**config.mk**
```make
export PLATFORM = sky130hd
export DESIGN_NAME = fir_out_uart_tx_flat
export DESIGN_NICKNAME = d
export VERILOG_FILES = /design/src/rtl/fir_out_uart_tx_if.sv /design/src/rtl/fir_out_uart_tx.sv /design/src/flat_wrapper.sv
export SDC_FILE = /design/constraint.sdc
export NUM_CORES = 1
export LEC_CHECK = 0
export CORE_ASPECT_RATIO = 2
export CORE_UTILIZATION = 55
export DETAILED_ROUTE_END_ITERATION = 8
export PLACE_DENSITY = 0.79
export SETUP_SLACK_MARGIN = 0.2
export SYNTH_ARGS = -nofsm -noshare
export SYNTH_HDL_FRONTEND = slang
export SYNTH_SLANG_ARGS = --single-unit
```
**constraint.sdc**
```tcl
create_clock -name clk_100MHz_i -period 5.6 [get_ports clk_100MHz_i]
set_input_delay 1.12 -clock clk_100MHz_i [delete_from_list [all_inputs] [get_ports clk_100MHz_i]]
set_output_delay 1.12 -clock clk_100MHz_i [all_outputs]
set_load 0.01 [all_outputs]
```
**src/rtl/fir_out_uart_tx_if.sv**
```systemverilog
// rtl/fir_out_uart_tx_if.sv - sample-in / UART-out signal bundle for fir_out_uart_tx
// Purpose: groups the sample strobe, send gate and UART/status outputs.
// Signals:
//   dato_i        16  FIR output sample (two's complement, sent raw)
//   dato_valid_i  1   one-cycle strobe, dato_i valid this cycle
//   send_i        1   level enable for accepting new samples
//   tx_o          1   UART line, idle high
//   busy_o        1   frame in progress
//   done_o        1   one-cycle pulse on frame completion
//   overrun_o     1   sticky dropped-sample flag
// Modports: master drives the sample side, slave is the serializer.
interface fir_out_uart_tx_if #(
  parameter int DATA_W = 16
);
  logic [DATA_W-1:0] dato_i;
  logic              dato_valid_i;
  logic              send_i;
  logic              tx_o;
  logic              busy_o;
  logic              done_o;
  logic              overrun_o;

  modport master (
    output dato_i, dato_valid_i, send_i,
    input  tx_o, busy_o, done_o, overrun_o
  );

  modport slave (
    input  dato_i, dato_valid_i, send_i,
    output tx_o, busy_o, done_o, overrun_o
  );
endinterface

```
**src/rtl/fir_out_uart_tx.sv**
```systemverilog
// rtl/fir_out_uart_tx.sv - 16-bit FIR sample to two 8N1 UART bytes, MSB byte first
// Purpose: latches one FIR output sample and serializes it as two back-to-back
//   8N1 bytes (high byte first, each byte LSB first), gated by send_i.
// Ports:
//   clk_100MHz_i  in   system clock, rising edge
//   rst_n_i       in   asynchronous active-low reset
//   bus           slave modport of fir_out_uart_tx_if (sample in, UART/status out)
module fir_out_uart_tx #(
  parameter int CLK_FREQ_HZ = 100000000,
  parameter int BAUD        = 115200,
  parameter int DATA_W      = 16
) (
  input  logic              clk_100MHz_i,
  input  logic              rst_n_i,
  fir_out_uart_tx_if.slave  bus
);

  localparam int              CLKS_PER_BIT = CLK_FREQ_HZ / BAUD;
  localparam int              CNT_W        = $clog2(CLKS_PER_BIT);
  localparam logic [CNT_W-1:0] CNT_LAST    = CNT_W'(CLKS_PER_BIT - 1);

  typedef enum logic [1:0] {IDLE, START, DATA, STOP} state_t;

  state_t            state;
  logic [CNT_W-1:0]  baud_cnt;
  logic [2:0]        bit_cnt;
  logic              byte_idx;
  logic [DATA_W-1:0] shreg;
  logic              tx;
  logic              busy;
  logic              done;
  logic              overrun;

  logic              bit_end;
  logic [2:0]        bit_nxt;

  assign bit_end = (baud_cnt == CNT_LAST);
  assign bit_nxt = bit_cnt + 3'd1;

  assign bus.tx_o      = tx;
  assign bus.busy_o    = busy;
  assign bus.done_o    = done;
  assign bus.overrun_o = overrun;

  // Bit select into the sample: byte_idx 0 addresses [15:8], 1 addresses [7:0],
  // so the upper index bit is simply ~byte_idx.
  always_ff @(posedge clk_100MHz_i or negedge rst_n_i) begin
    if (!rst_n_i) begin
      state    <= IDLE;
      baud_cnt <= '0;
      bit_cnt  <= '0;
      byte_idx <= 1'b0;
      shreg    <= '0;
      tx       <= 1'b1;
      busy     <= 1'b0;
      done     <= 1'b0;
      overrun  <= 1'b0;
    end else begin
      done <= 1'b0;

      // busy is low in the done cycle, so a strobe there is accepted, not dropped.
      if (bus.dato_valid_i && busy) begin
        overrun <= 1'b1;
      end

      case (state)
        IDLE: begin
          if (bus.dato_valid_i && bus.send_i) begin
            shreg    <= bus.dato_i;
            state    <= START;
            tx       <= 1'b0;
            busy     <= 1'b1;
            baud_cnt <= '0;
            bit_cnt  <= '0;
            byte_idx <= 1'b0;
          end
        end

        START: begin
          if (bit_end) begin
            baud_cnt <= '0;
            bit_cnt  <= '0;
            state    <= DATA;
            tx       <= shreg[{~byte_idx, 3'd0}];
          end else begin
            baud_cnt <= baud_cnt + 1'b1;
          end
        end

        DATA: begin
          if (bit_end) begin
            baud_cnt <= '0;
            if (bit_cnt == 3'd7) begin
              state <= STOP;
              tx    <= 1'b1;
            end else begin
              bit_cnt <= bit_nxt;
              tx      <= shreg[{~byte_idx, bit_nxt}];
            end
          end else begin
            baud_cnt <= baud_cnt + 1'b1;
          end
        end

        STOP: begin
          if (bit_end) begin
            baud_cnt <= '0;
            if (!byte_idx) begin
              // Second byte follows with no idle gap.
              byte_idx <= 1'b1;
              state    <= START;
              tx       <= 1'b0;
            end else begin
              state <= IDLE;
              busy  <= 1'b0;
              done  <= 1'b1;
            end
          end else begin
            baud_cnt <= baud_cnt + 1'b1;
          end
        end

        default: state <= IDLE;
      endcase
    end
  end

endmodule

```
**src/flat_wrapper.sv**
```systemverilog
// flat-port wrapper written by rule: the top's interface ports become plain ports
module fir_out_uart_tx_flat 
#(
  parameter int CLK_FREQ_HZ = 100000000,
  parameter int BAUD        = 115200,
  parameter int DATA_W      = 16
)
  (clk_100MHz_i, rst_n_i, bus_dato_i, bus_dato_valid_i, bus_send_i, bus_tx_o, bus_busy_o, bus_done_o, bus_overrun_o);
  fir_out_uart_tx_if #(.DATA_W(DATA_W)) bus_i ();
  input  logic clk_100MHz_i;
  input  logic rst_n_i;
  input wire logic [$bits(bus_i.dato_i)-1:0] bus_dato_i;
  input wire logic [$bits(bus_i.dato_valid_i)-1:0] bus_dato_valid_i;
  input wire logic [$bits(bus_i.send_i)-1:0] bus_send_i;
  output wire logic [$bits(bus_i.tx_o)-1:0] bus_tx_o;
  output wire logic [$bits(bus_i.busy_o)-1:0] bus_busy_o;
  output wire logic [$bits(bus_i.done_o)-1:0] bus_done_o;
  output wire logic [$bits(bus_i.overrun_o)-1:0] bus_overrun_o;
  assign bus_i.dato_i = bus_dato_i;
  assign bus_i.dato_valid_i = bus_dato_valid_i;
  assign bus_i.send_i = bus_send_i;
  assign bus_tx_o = bus_i.tx_o;
  assign bus_busy_o = bus_i.busy_o;
  assign bus_done_o = bus_i.done_o;
  assign bus_overrun_o = bus_i.overrun_o;
  fir_out_uart_tx #(.CLK_FREQ_HZ(CLK_FREQ_HZ), .BAUD(BAUD), .DATA_W(DATA_W)) u_core (.clk_100MHz_i(clk_100MHz_i), .rst_n_i(rst_n_i), .bus(bus_i));
endmodule
```
# After elaboration in Yosys (flattened, before gate mapping)
# Index checks and enable logic that the tools add are counted.
dict set report word_totals {
  register_bits 36
  latch_bits 0
  elab_cells 74
  rom_bits 0
  memories 0
  output_inout_bits 4
  ramBits 0
}
dict set report classes {
  addsub 2
  eq_ne 13
  reduce_logical 12
  n_shift 0
  bitwise_logic 1
  n_lt_le_gt_ge 2
  n_div 0
  mux 35
  multipliers 0
}
# op count
set op_table {}
lappend op_table {{$mux W10} 2}
lappend op_table {{$pmux W10 S2} 1}
lappend op_table {{$mux W1} 17}
lappend op_table {{$reduce_and A5 Y1} 3}
lappend op_table {{$mux W3} 4}
lappend op_table {{$ne A2 B1 Y1 const B} 6}
lappend op_table {{$add A10 B1 Y10 const B} 1}
lappend op_table {{$eq A10 B10 Y1 const B} 1}
lappend op_table {{$lt A4 B5 Y1 const B} 2}
lappend op_table {{$mux W2} 5}
lappend op_table {{$pmux W3 S3} 1}
lappend op_table {{$pmux W2 S4} 1}
lappend op_table {{$bmux W1 S4} 1}
lappend op_table {{$eq A2 B2 Y1 const B} 2}
lappend op_table {{$ne A2 B2 Y1 const B} 2}
lappend op_table {{$pmux W1 S2} 2}
lappend op_table {{$pmux W1 S4} 1}
lappend op_table {{$reduce_and A4 Y1} 1}
lappend op_table {{$add A3 B1 Y3 const B} 1}
lappend op_table {{$eq A3 B3 Y1 const B} 1}
lappend op_table {{$reduce_and A3 Y1} 1}
lappend op_table {{$reduce_bool A3 Y1} 1}
lappend op_table {{$reduce_or A3 Y1} 1}
lappend op_table {{$eq A2 B1 Y1 const B} 1}
lappend op_table {{other kinds (5)} 6}

# Depth between registers and ports, before layout
dict set report depth {
  ltp_word 6
  ltp_mapped 7
  ltp_nobuf 7
}

# Least setup slack after synthesis
# OpenSTA, ideal clock, no wires.
dict set report synth_path {
  kind {input port to flip-flop}
  from {input bus_dato_valid_i}
  to {register u_core.shreg[10]}
  n_path_buf 1
  setup_slack_ns 3.422
  path_stages 3
  setup_ns 0.125
  required_ns 5.475
  t_arrival_ns 2.053
  cell_sequence {nand3_1 clkbuf_1 mux2_2}
}
dict set report synth_via {
  elab_chain_len 2
}
# item line_no
set synth_rtl {}
lappend synth_rtl {{start: declaration} flat_wrapper.sv:13} ;# input wire logic [$bits(bus_i.dato_valid_i)-1:0] bus_dato_valid_i;
lappend synth_rtl {{$logic_and A1 B1 Y1} fir_out_uart_tx.sv:68} ;# if (bus.dato_valid_i && bus.send_i) begin
lappend synth_rtl {{$reduce_and A2 Y1 (no line)} -}
lappend synth_rtl {{end signal: assignment} fir_out_uart_tx.sv:69} ;# shreg <= bus.dato_i;
lappend synth_rtl {{end: declaration} fir_out_uart_tx.sv:28} ;# logic [DATA_W-1:0] shreg;
# No other way between the ends.
# A chain may end at the register's enable or synchronous reset.

# Final worst setup path
dict set report layout_path {
  from {input bus_dato_valid_i}
  to {register u_core.baud_cnt[9]}
}
dict set report layout_via {
  elab_chain_len 2
}
# item line_no
set layout_rtl {}
lappend layout_rtl {{$logic_and A1 B1 Y1} fir_out_uart_tx.sv:68}
lappend layout_rtl {{$ne A2 B1 Y1 (no line)} -}
lappend layout_rtl {{end signal: assignment} fir_out_uart_tx.sv:86} ;# baud_cnt <= baud_cnt + 1'b1;
lappend layout_rtl {{end signal: assignment} fir_out_uart_tx.sv:101} ;# baud_cnt <= baud_cnt + 1'b1;
lappend layout_rtl {{end signal: assignment} fir_out_uart_tx.sv:119} ;# baud_cnt <= baud_cnt + 1'b1;
lappend layout_rtl {{end: declaration} fir_out_uart_tx.sv:25} ;# logic [CNT_W-1:0] baud_cnt;
# No other way between the ends.

==> flow_summary.ini <==
[synthesis]
syn_inst = 159
syn_area_um2 = 1878
synth.distinct_cells = 42
yosysWarnings = 0
synthArstFlopShare_pct = 100.0
netlist_top_cells_count = dfrtp_1 (35), mux2_2 (19), nor2_1 (19)
ys.flop_type = dfrtp_1
synth_edf_count = 0
synth_most_common_cell = dfrtp_1
yosysTopAreaCell = dfrtp_1
ys_seq_area_share_pct = 48.03
syn_area_per_cell_um2 = 11.81
synth_area_leaders = dfrtp_1 (47%), mux2_2 (11%), ha_1 (6.0%)
synth_top_cell_area_share_pct = 46.64
ys_seq_elements = 36
syn_nets = 188

[routing]
drcViolationCount = 2
vias = 1308
drtAntennaViolNets = 0
drtPass1Iterations = 6
drtIter0Drc = 34
drt-vias-per-instance = 5.973
wl_per_cell_um = 16.38
wl_mm = 3.588

[power]
ir_drop_mv = 0.2594
p_clk_share_pct = 44.5
switchingPower_uw = 99.24
power_per_cell_area_nw_per_um2 = 222.9
intPower_uw = 403.5
leakage_uw = 0.001050
switching_share_pct = 19.74
p_total_uw = 502.8
pwr-share-comb_pct = 3.8
seqPwrFrac_pct = 51.7

[finish]
synthToLayoutAreaGrowth_pct = 20.12
multi_input_area_um2 = 932.1
nFillCells = 246
layout-drive-gt1-share_pct = 22.34
finalNetCount = 216
seq_area_um2 = 902.1
diodes = 0

[worst_hold_path]
holdPathStages = 1
hp-class = reg -> reg
min_to = u_core.bus.overrun_o$_DFFE_PN0P_
min_from = u_core.bus.overrun_o$_DFFE_PN0P_

[critical_path]
reg2reg_setup_slack_ns = 3.44
crit_fanout = 5
critPathTopFamily = simple AND/OR/NAND/NOR gates
slowest_stage = clkdlybuf4s50_1
endpoint_kind = flip-flop
arrival_ns = 2.69
max_stage_delay_ns = 0.53
cp-start-kind = input pin
r2r-end = u_core.bus.tx_o$_DFFE_PN1P_
reg2reg_from = u_core.bit_cnt[0]$_DFFE_PN0P_
critPathBufInv = 1
crit_chain = clkdlybuf4s50_1 > a21bo_2 > nand4_1 > nor4_1 > xnor2_1 > nor2_1
worstPathRequired_ns = 5.75
critPathKind = in -> reg
r2r_cells = 6

[sta]
setup_tns_ns = 0
skew_ns = 0.002004
fin_crit_ns = 2.538
relSlewSlack_pct = 50.78
fin_crit_sh_pct = 45.32
maxSlewViolCount = 0
fmax_ghz = 0.3940
hold_viol = 0
worst_pin_slew_ns = 0.7362
setup-violations-final = 0
rsz0062_at_grt = no

[run_status]
violations = design-rule violations
outcome = finished, violations left

[clocking]
clkTransAtPathRegs_ns = 0.07
insertion_delay_ns = 0.29
numCtsBuffers = 5
cts_sinks = 36
cts_tree = yes
clk_path_buf_depth = 2
cts_root_buffer = clkbuf_8
postCtsSetupRepairBufs = 0
cts-hold-fix-buffers = 0
ctsResizeCount = 0
cts_max_level = 2

[grt]
grt_overflow_total = 0
grt_pass1_vias = 1418
grt_use_total_pct = 22.55
grt_max_degree = 37
antenna_found_initial = 0
grt_pass1_wl_mm = 6.037

[die]
rows = 29
dieWidth_um = 43.32
core_area_um2 = 3229
initial_core_util_pct = 58.16
design.die.area_um2 = 3667
top_level_ports = 24
die_h_um = 84.64

[placement]
io_buffers = 23
gp_congestion = 0.7789
dp_hpwl_mm = 2.817

[run]
maxCapViolations = 0
## stage by stage
stage / std cells / instance area, µm² / worst slack (ns) / util [%] / hold WS [ns]
after floorplan: 159 / 1878 / 3.422 / - / 0.4521
after global placement: 211 / 2145 / 2.838 / 66.41 / 0.4385
after detailed placement: 211 / 2145 / 2.762 / 66.41 / 0.4428
after CTS: 219 / 2256 / 3.066 / 69.86 / 0.4597
after global routing: 219 / 2256 / 2.969 / 69.86 / 0.5031
final: 219 / 2256 / 3.062 / 69.86 / 0.4568
## cell families after synthesis
group                    after synthesis  synth area share, %
AO/OA/AOI/OAI                         22                9.727
XOR/XNOR                               8                3.731
adder cells (fa/ha/maj)                9                5.996
buffers and inverters                 11                2.332
flip-flops                            36                48.03
multiplexers                          24                16.32
AND/OR/NAND/NOR                       49                13.86
## state kept, by name, summed over array words and instances, names as in the netlist
name                  cells
u_core.baud_cnt          10
u_core.bit_cnt            3
u_core.bus.busy_o         1
u_core.bus.done_o         1
u_core.bus.overrun_o      1
u_core.bus.tx_o           1
u_core.byte_idx           1
u_core.shreg             16
u_core.state              2
## power groups by stage
stage	sequential, µW	combinational (µW)	clock [µW]
2_1_floorplan	265	0.147	0
3_3_place_gp	265	18.8	0
3_5_place_dp	265	19.4	0
4_1_cts	260	19.4	229
5_1_grt	260	20.8	239
6_report	260	18.9	224
## cell usage in the layout, fill, tap and decap left out, types with 2 or more instances in the layout
master,instances
nand3_1,6
buf_4,2
nor2b_1,2
o32ai_1,2
a21o_1,3
ha_1,9
mux2_2,19
inv_1,7
nand2_1,4
a22oi_1,2
nor4_1,2
nor3_1,4
or3_4,2
mux4_2,3
xnor2_1,6
clkbuf_8,5
xor2_1,2
clkdlybuf4s50_1,23
a21bo_1,2
nand4_1,5
dfrtp_1,35
nor2_1,19
## metal layers
| metal | up-vias | track usage (%) | wire [µm] |
|---|---|---|---|
| li1 | 628 | - | - |
| met1 | 643 | 20.46 | 1216 |
| met2 | 28 | 43.80 | 2171 |
| met3 | 9 | 4.731 | 100 |
| met4 | 0 | 10.51 | 99 |
| met5 | - | 0 | 0 |
## area by class of cell
cell class | instances | share of cell area (%)
Timing Repair Buffer | 25 | 10.87
Clock buffer | 5 | 3.050
Clock inverter | 3 | 1.886
Sequential cell | 36 | 39.99
Multi-Input combinational cell | 112 | 41.32
Tap cell | 31 | 1.719
Inverter | 7 | 1.165
## how the worst max path moves through the flow
stage	cells after the start	startpoint	slack, ns	end
floorplan	3	bus_dato_valid_i	3.42	u_core.shreg[10]$_DFFE_PN0P_
global placement	6	bus_dato_valid_i	2.84	u_core.baud_cnt[9]$_DFFE_PN0N_
detailed placement	3	bus_dato_valid_i	2.76	u_core.shreg[14]$_DFFE_PN0P_
CTS	3	bus_dato_valid_i	3.07	u_core.shreg[5]$_DFFE_PN0P_
global route	6	bus_dato_valid_i	2.97	u_core.baud_cnt[9]$_DFFE_PN0N_
finish	6	bus_dato_valid_i	3.06	u_core.baud_cnt[9]$_DFFE_PN0N_
No activity file was read; power rests on OpenSTA's default activity.
